## config.mk

```make
export PLATFORM = sky130hd
export DESIGN_NAME = aq_gemac_rx_frame
export DESIGN_NICKNAME = d
export VERILOG_FILES = /design/src/rtl/aq_gemac_rx_frame.sv
export SDC_FILE = /design/constraint.sdc
export NUM_CORES = 1
export LEC_CHECK = 0
export CAP_MARGIN = 20
export CORE_ASPECT_RATIO = 1.75
export CORE_MARGIN = 2
export CORE_UTILIZATION = 57
export CTS_BUF_LIST = sky130_fd_sc_hd__clkbuf_4 sky130_fd_sc_hd__clkbuf_8
export DETAILED_ROUTE_END_ITERATION = 6
export DONT_BUFFER_PORTS = 1
export PLACE_DENSITY = 0.77
export RECOVER_POWER = 100
export SLEW_MARGIN = 15
export SYNTH_ARGS = -nofsm -noshare
export SYNTH_HDL_FRONTEND = slang
export SYNTH_SLANG_ARGS = --single-unit
```

## constraint.sdc

```tcl
create_clock -name i_rx_clk -period 2.5 [get_ports i_rx_clk]
set_input_delay 0.375 -clock i_rx_clk [delete_from_list [all_inputs] [get_ports i_rx_clk]]
set_output_delay 0.375 -clock i_rx_clk [all_outputs]
set_load 0.005 [all_outputs]
```

## src/rtl/aq_gemac_rx_frame.sv

```systemverilog
// Purpose : GMII receive framer. Strips preamble/SFD/FCS, streams the payload with sof/eof,
//           checks CRC-32 and frame length, and emits one status word per frame.
// Latency : payload byte i leaves one cycle after byte i+5 is sampled; status leaves with eof.
// Backpressure: none; the consumer must accept every o_rx_valid beat.
// Ports   : i_rx_clk/i_rst (sync, active-high); i_gmii_rxd/rxe/rxer from the PHY converter;
//           o_rx_data/valid/sof/eof payload stream; o_rx_stat_valid qualifies o_rx_len and
//           the crc/len/phy error flags (held between pulses); o_rx_good_cnt/o_rx_bad_cnt wrap.
module aq_gemac_rx_frame #(
  parameter int MIN_LEN = 64,
  parameter int MAX_LEN = 1518
) (
  input  logic        i_rx_clk,
  input  logic        i_rst,
  input  logic [7:0]  i_gmii_rxd,
  input  logic        i_gmii_rxe,
  input  logic        i_gmii_rxer,
  output logic [7:0]  o_rx_data,
  output logic        o_rx_valid,
  output logic        o_rx_sof,
  output logic        o_rx_eof,
  output logic        o_rx_stat_valid,
  output logic [15:0] o_rx_len,
  output logic        o_rx_crc_err,
  output logic        o_rx_len_err,
  output logic        o_rx_phy_err,
  output logic [15:0] o_rx_good_cnt,
  output logic [15:0] o_rx_bad_cnt
);

  localparam logic [15:0] LP_MIN_LEN = 16'(MIN_LEN);
  localparam logic [15:0] LP_MAX_LEN = 16'(MAX_LEN);

  typedef enum logic [2:0] {S_IDLE, S_PRE, S_DATA, S_END, S_DROP} state_t;

  state_t      r_state;
  state_t      w_next;
  logic        w_sfd;
  logic [7:0]  r_dly [5];
  logic [2:0]  r_fill;
  logic        r_sof_pend;
  logic [31:0] r_crc;
  logic [31:0] w_crc_rev;
  logic [15:0] r_len;
  logic        r_phy;
  logic        w_data_beat;
  logic        w_frame_end;
  logic        w_crc_bad;
  logic        w_len_bad;

  // Reflected CRC-32 (0x04C11DB7 reversed = 0xEDB88320), one byte per call.
  function automatic logic [31:0] crc_byte(input logic [31:0] c, input logic [7:0] d);
    logic [31:0] x;
    x = c ^ {24'h0, d};
    for (int k = 0; k < 8; k++) begin
      x = x[0] ? ((x >> 1) ^ 32'hEDB88320) : (x >> 1);
    end
    return x;
  endfunction

  always_ff @(posedge i_rx_clk) begin
    if (i_rst) r_state <= S_IDLE;
    else       r_state <= w_next;
  end

  // END evaluates its input exactly like IDLE so that a frame may begin on the
  // sample right after the single gap cycle.
  always_comb begin
    w_next = r_state;
    w_sfd  = 1'b0;
    case (r_state)
      S_IDLE, S_END, S_PRE: begin
        if (!i_gmii_rxe)                w_next = S_IDLE;
        else if (i_gmii_rxer)           w_next = S_DROP;
        else if (i_gmii_rxd == 8'hD5) begin
          w_next = S_DATA;
          w_sfd  = 1'b1;
        end
        else if (i_gmii_rxd == 8'h55)   w_next = S_PRE;
        else                            w_next = S_DROP;
      end
      S_DATA:  if (!i_gmii_rxe) w_next = S_END;
      S_DROP:  if (!i_gmii_rxe) w_next = S_IDLE;
      default: w_next = S_IDLE;
    endcase
  end

  assign w_data_beat = (r_state == S_DATA) && i_gmii_rxe;
  assign w_frame_end = (r_state == S_DATA) && !i_gmii_rxe;

  // The residue constant is quoted in normal bit order; the register is reflected.
  always_comb begin
    w_crc_rev = '0;
    for (int k = 0; k < 32; k++) w_crc_rev[k] = r_crc[31-k];
  end

  assign w_crc_bad = (w_crc_rev != 32'hC704DD7B);
  // Frames of 4 bytes or fewer carry no payload and are always a length error;
  // a saturated count means the real length is unknown and therefore illegal.
  assign w_len_bad = (r_len < LP_MIN_LEN) || (r_len > LP_MAX_LEN) ||
                     (r_len < 16'd5) || (r_len == 16'hFFFF);

  always_ff @(posedge i_rx_clk) begin
    if (i_rst) begin
      o_rx_data       <= '0;
      o_rx_valid      <= 1'b0;
      o_rx_sof        <= 1'b0;
      o_rx_eof        <= 1'b0;
      o_rx_stat_valid <= 1'b0;
      o_rx_len        <= '0;
      o_rx_crc_err    <= 1'b0;
      o_rx_len_err    <= 1'b0;
      o_rx_phy_err    <= 1'b0;
      o_rx_good_cnt   <= '0;
      o_rx_bad_cnt    <= '0;
      r_crc           <= 32'hFFFFFFFF;
      r_fill          <= '0;
      r_sof_pend      <= 1'b0;
      r_len           <= '0;
      r_phy           <= 1'b0;
      for (int k = 0; k < 5; k++) r_dly[k] <= '0;
    end
    else begin
      o_rx_valid      <= 1'b0;
      o_rx_sof        <= 1'b0;
      o_rx_eof        <= 1'b0;
      o_rx_stat_valid <= 1'b0;

      if (w_sfd) begin
        r_crc      <= 32'hFFFFFFFF;
        r_len      <= '0;
        r_fill     <= '0;
        r_phy      <= 1'b0;
        r_sof_pend <= 1'b1;
      end

      if (w_data_beat) begin
        r_dly[0] <= i_gmii_rxd;
        for (int k = 1; k < 5; k++) r_dly[k] <= r_dly[k-1];
        r_crc <= crc_byte(r_crc, i_gmii_rxd);
        if (r_len != 16'hFFFF) r_len <= r_len + 16'd1;
        if (i_gmii_rxer) r_phy <= 1'b1;
        // Once five bytes are held, each new byte pushes the oldest out.
        if (r_fill == 3'd5) begin
          o_rx_valid <= 1'b1;
          o_rx_data  <= r_dly[4];
          o_rx_sof   <= r_sof_pend;
          r_sof_pend <= 1'b0;
        end
        else begin
          r_fill <= r_fill + 3'd1;
        end
      end

      if (w_frame_end) begin
        // Oldest held byte is the last payload byte; the other four are the FCS.
        if (r_fill == 3'd5) begin
          o_rx_valid <= 1'b1;
          o_rx_data  <= r_dly[4];
          o_rx_sof   <= r_sof_pend;
          o_rx_eof   <= 1'b1;
        end
        r_sof_pend      <= 1'b0;
        r_fill          <= '0;
        o_rx_stat_valid <= 1'b1;
        o_rx_len        <= r_len;
        o_rx_crc_err    <= w_crc_bad;
        o_rx_len_err    <= w_len_bad;
        o_rx_phy_err    <= r_phy;
        if (w_crc_bad || w_len_bad || r_phy) o_rx_bad_cnt  <= o_rx_bad_cnt + 16'd1;
        else                                 o_rx_good_cnt <= o_rx_good_cnt + 16'd1;
      end
    end
  end

endmodule
```

After elaboration in Yosys (flattened, before gate mapping)
Memory sizes are Yosys's and may differ from the RTL's.
Index checks and enable logic that the tools add are counted.

storage, ports and cells
  flip-flop bits (word level) = 119
  memories kept = 1
  bits of input ports = 12
  logic and storage cells = 125
  RAM bits = 40
  output and inout bits = 63

memory list
  name   depth  width  rd ports  clocked after memory_dff  write ports  line  text
  r_dly  5      8      5         0                         5            38    logic [7:0] r_dly [5];

cells by class
  mux-type cells = 56
  bitwise logic cells = 16
  order comparisons = 3
  equality and inequality tests = 12
  $add $sub $neg = 4
  reduce and logical (&&, ||, !) cells = 16

operators by type and width
  cell                                                                               number
  32-bit 2-to-1 mux                                                                  10
  13-bit NOT with 14-bit output                                                      8
  8-bit 2-to-1 mux                                                                   9
  16-bit by 1-bit adder with 16-bit output, second input constant                    3
  16-bit 2-to-1 mux                                                                  3
  32-bit inequality test, second input constant                                      1
  32-bit by 8-bit bitwise XOR with 32-bit output                                     1
  3-bit 2-to-1 mux                                                                   9
  1-bit 2-to-1 mux                                                                   24
  16-bit equality test, second input constant                                        1
  16-bit by 11-bit greater-than comparator with 1-bit output, second input constant  1
  16-bit by 3-bit < comparator with 1-bit output, second input constant              1
  16-bit by 7-bit < comparator with 1-bit output, second input constant              1
  16-bit inequality test, second input constant                                      1
  3-bit one-hot mux with 3 select lines                                              1
  8-bit by 7-bit equality test with 1-bit output, second input constant              1
  8-bit equality test, second input constant                                         1
  3-bit by 2-bit equality test with 1-bit output, second input constant              2
  3-bit equality test, second input constant                                         2
  2-bit AND reduction                                                                3
  1-bit logical OR                                                                   5
  1-bit bitwise OR                                                                   5
  2-bit inequality test, second input constant                                       2
  2-bit OR reduction                                                                 2
  other kinds (8)                                                                    10

Logic depth before layout (Yosys ltp)
  depth in word-level cells = 18
  gate-level depth with buffers = 9
  depth with buffers taken out = 7

Least setup slack after synthesis
OpenSTA, ideal clock, no wires.

  path type = reg-to-reg
  from = register r_len[13]
  to = register o_rx_good_cnt[11]
  slack = -47 ps
  required time = 2429 ps
  clock period less this slack = 2547 ps
  arrival = 2476 ps
  cell stages (with the launch flop) = 9
  buffers on the path = 2
  setup time = 71 ps
  path through = dfxtp_1 > buf_6 > or4_4 > or3_4 > nor4_4 > o2111ai_2 > buf_2 > or3_1 > a21oi_1

between the ends
  longest elaborated chain between the ends = 8
  elaborated cells between the ends (all ways) = 11
  those cells by class = 3 x order compare; 1 x eq/ne; 1 x bitwise; 6 x reduce/logical

ends and longest elaborated chain
  element                                                                                                                       line  text
  start, declared                                                                                                               43    logic [15:0] r_len;
  start signal, assigned                                                                                                        140   if (r_len != 16'hFFFF) r_len <= r_len + 16'd1;
  16-bit by 7-bit < comparator with 1-bit output or 16-bit by 11-bit greater-than comparator with 1-bit output (tied branches)  99    assign w_len_bad = (r_len < LP_MIN_LEN) || (r_len > LP_MAX_LEN) ||
  1-bit logical OR (2 in series)                                                                                                99
  1-bit logical OR (*)                                                                                                          100   (r_len < 16'd5) || (r_len == 16'hFFFF);
  1-bit logical OR (*) (2 in series)                                                                                            169   if (w_crc_bad || w_len_bad || r_phy) o_rx_bad_cnt <= o_rx_bad_cnt + 16'd1;
  1-bit NOT (no source line) (*)                                                                                                -
  2-bit AND reduction (no source line) (*)                                                                                      -
  end signal, assigned                                                                                                          170   else o_rx_good_cnt <= o_rx_good_cnt + 16'd1;
  end, declared                                                                                                                 26    output logic [15:0] o_rx_good_cnt,

Every way passes the cells marked *; elsewhere a longest branch is shown, timed or not.
A chain may end at the register's enable or synchronous reset.

Worst setup path after layout
  from = register r_len[12]
  to = register o_rx_good_cnt[9]

Same word-level chain as after synthesis.

==> results.py <==
metrics = {
    "flow_run": {
        "max-cap-violations": 0,
    },
    "clock_tree": {
        "clockBufferDepth": 2,
        "cts_tree": "yes",
        "htree_levels": 4,
        "worstSkewPairLatency_ps": 450,
        "root_buffer": "clkbuf_8",
        "numCtsBuffers": 17,
        "clock-sinks": 159,
        "clk_pin_slew_ps": 100,
    },
    "synthesis": {
        "synth_area_per_cell_um2": 9.37,
        "synth_ff_type": "dfxtp_1",
        "syn_area_um2": 7240,
        "synth_edf_count": 40,
        "syn_inst": 773,
        "yosysWarnings": 0,
        "yosysSeqAreaShare_pct": 49.5,
        "synthesis.nets": 791,
        "ys_async_sr_fraction_pct": 0,
        "ys_ff_latch": 159,
        "synth_cell_types": 67,
    },
    "timing": {
        "period_share_pct": 107,
        "fin_ws_ps": -165,
        "min_period_ps": 2660,
        "final-hold-violation-count": 0,
        "setup_violations": 13,
        "maxSlewViolCount": 0,
        "grt_setup_unrepaired": "true",
        "tightest_slew_ps": 788,
        "slew_headroom_pct": 47.5,
        "skew_ps": 10.7,
        "fmax_ghz": 0.375,
    },
    "routing": {
        "wirelength_um": 17600,
        "drt-pass1-iter-count": 5,
        "drt_iter0_drc": 382,
        "avgRoutedWirePerCell_um": 17.4,
        "route.detailed.drc": 0,
        "antenna_left": 0,
        "via_per_inst": 6.05,
        "vias": 6136,
    },
    "pwr": {
        "combinationalPowerShare_pct": 6.1,
        "p_int_uw": 3620,
        "power.density_nw_per_um2": 577,
        "pwr-share-clk_pct": 39.5,
        "leakage_uw": 0.00313,
        "p_sw_share_pct": 25.9,
        "pwr-share-seq_pct": 54.4,
        "total_switching_power_uw": 1260,
        "peakVddDrop_mv": 0.508,
    },
    "critical_path": {
        "cp-end-kind": "register",
        "start_kind": "register",
        "cp_data_arrival_time_ps": 3060,
        "critical_path_class": "reg2reg",
        "path_max_fanout": 5,
        "worst_ep_required_time_ps": 2890,
        "r2r_cells": 8,
    },
    "hold_path": {
        "whs_path_depth": 1,
        "min_path_type": "in2reg",
    },
    "status": {
        "violations": "setup timing",
        "outcome": "finished, violations left",
    },
    "floorplan": {
        "start_util_pct": 58.3,
        "core_area_um2": 12400,
        "die_y_um": 153,
        "fp.dieW_um": 89.2,
        "io_pins": 75,
        "die-area_um2": 13700,
        "rows": 54,
    },
    "placement": {
        "dp_cells": 935,
        "port_buffers": 0,
        "dp_worst_setup_slack_ps": -229,
        "gp_congestion": 0.899,
        "dp_hpwl_um": 11200,
    },
    "global_routing": {
        "gr-total-overflow": 0,
        "grt_pass1_vias": 5783,
        "antenna_found_initial": 0,
        "grt_start_max_net_pins": 53,
        "grtUsageTotal_pct": 24.7,
        "grt_pass1_wl_um": 26600,
    },
    "cells_and_area": {
        "area_delta_synth_final_pct": 16.9,
        "drive_gt1_share_pct": 13.3,
        "instances_no_fill": 1015,
        "num_antenna_cells": 0,
        "final_nets": 852,
    },
}
[stage by stage]
step                hold slack, ps  cell area (µm²)  utilization (%)  setup TNS [ps]  power [µW]
floorplan                      453             7240                -               0        2940
global placement               449             7580             61.0            -437        2990
detailed placement             452             7580             61.0           -1850        3000
CTS                           79.7             8390             67.5           -30.8        4910
global route                  95.5             8470             68.1           -2780        5030
finish                         103             8470             68.1           -1090        4880
[layout by cell type (no fill, tap or decap), types with 3 or more instances in the layout]
master         Yosys  layout
nand3_1           26      26
ha_1               6       6
or3_4              1       3
and3_1            47      47
or3_1             10       8
buf_4              1      48
nand2_1           88      88
nor3_1             6       5
nor2b_1            4       4
nand4b_1           4       4
dfxtp_2            0       4
edfxtp_1          40      40
a211oi_1           4       4
o31ai_1           16      16
inv_1              9       9
and4_1             4       4
a31oi_1            8       8
xnor2_1           60      60
or4_1             15      14
dfxtp_1          119     115
clkbuf_1          37       4
a21oi_1           84      82
xor2_1            18      18
dlygate4sd3_1      1      33
mux2_4             0       3
o22ai_1           10      10
nand4_1            9       9
clkbuf_8           0      17
o21ai_0           27      27
o211ai_1           3       3
inv_6              0       5
inv_8              0       7
nor2_1            57      57
[power groups by stage]
stage / combinational (µW) / clock (µW) / sequential (µW)
finish: 297 / 1930 / 2660
detailed placement: 279 / 0 / 2720
global route: 314 / 2050 / 2660
floorplan: 229 / 0 / 2720
CTS: 297 / 1960 / 2660
global placement: 275 / 0 / 2720
[sequential cells by signal, indices dropped and copies added, names as in the netlist, 3 cells and up]
signal,cells
r_dly,40
r_crc,32
o_rx_bad_cnt,16
o_rx_good_cnt,16
o_rx_len,16
r_len,16
o_rx_data,8
r_fill,3
r_state,3
[path summary, 6_finish.rpt]
check	start	slack, ps	endpoint
worst min-delay path	i_gmii_rxe	100	r_state[2]
worst max register to register	r_len[12]	-160	o_rx_good_cnt[9]
worst max-delay path	r_len[12]	-160	o_rx_good_cnt[9]
worst min register to register	r_len[8]	500	r_len[8]
[Yosys cell counts, types with 15 or more instances]
master | count | area, µm²
xnor2_1 | 60 | 526
nor2_1 | 57 | 214
nand3_1 | 26 | 130
o21ai_0 | 27 | 135
a21oi_1 | 84 | 420
and3_1 | 47 | 294
edfxtp_1 | 40 | 1200
nand2_1 | 88 | 330
clkbuf_1 | 37 | 139
or4_1 | 15 | 113
o31ai_1 | 16 | 120
dfxtp_1 | 119 | 2380
xor2_1 | 18 | 158
[worst max-delay path, cell delays in order, from the launching register on]
cell and delay, ps:
dfxtp_2 330, or4_4 560, or3_4 360, nor4_4 310, buf_4 190, o2111ai_4 170
buf_4 200, or3_1 350, a21oi_1 150
[layer usage]
metal	up-vias	global-route usage, %	part of all wire, %
met4	0	11.9	3.3
met2	240	44.4	54
met5	-	0	0
met3	52	6.21	6.2
li1	2896	-	-
met1	2948	25.7	36
[cell type report]
class / instances / area (µm²)
Clock buffer: 17 / 234
Timing Repair Buffer: 91 / 774
Sequential cell: 159 / 3590
Inverter: 10 / 37.5
Tap cell: 168 / 210
Multi-Input combinational cell: 555 / 3460
Fill cell: 922 / 3970
Clock inverter: 15 / 164
[repair_timing]
action                                 in CTS  in global routing
setup endpoints to repair                  13                 25
hold buffers                               34                  0
pin swaps                                   3                 14
setup buffers                               4                  8
endpoints found under the hold margin      67                  0
resized for setup                           3                 12
gates cloned                                0                  2
[kinds of logic after synthesis]
kind of cell / share of synthesized area [%]
flip-flops: 49.5
AO/OA/AOI/OAI: 13.7
adder cells (fa/ha/maj): 1.04
multiplexers: 0.743
buffers and inverters: 3.90
AND/OR/NAND/NOR: 21.7
XOR/XNOR: 9.43
(Power assumes the default switching activity.)
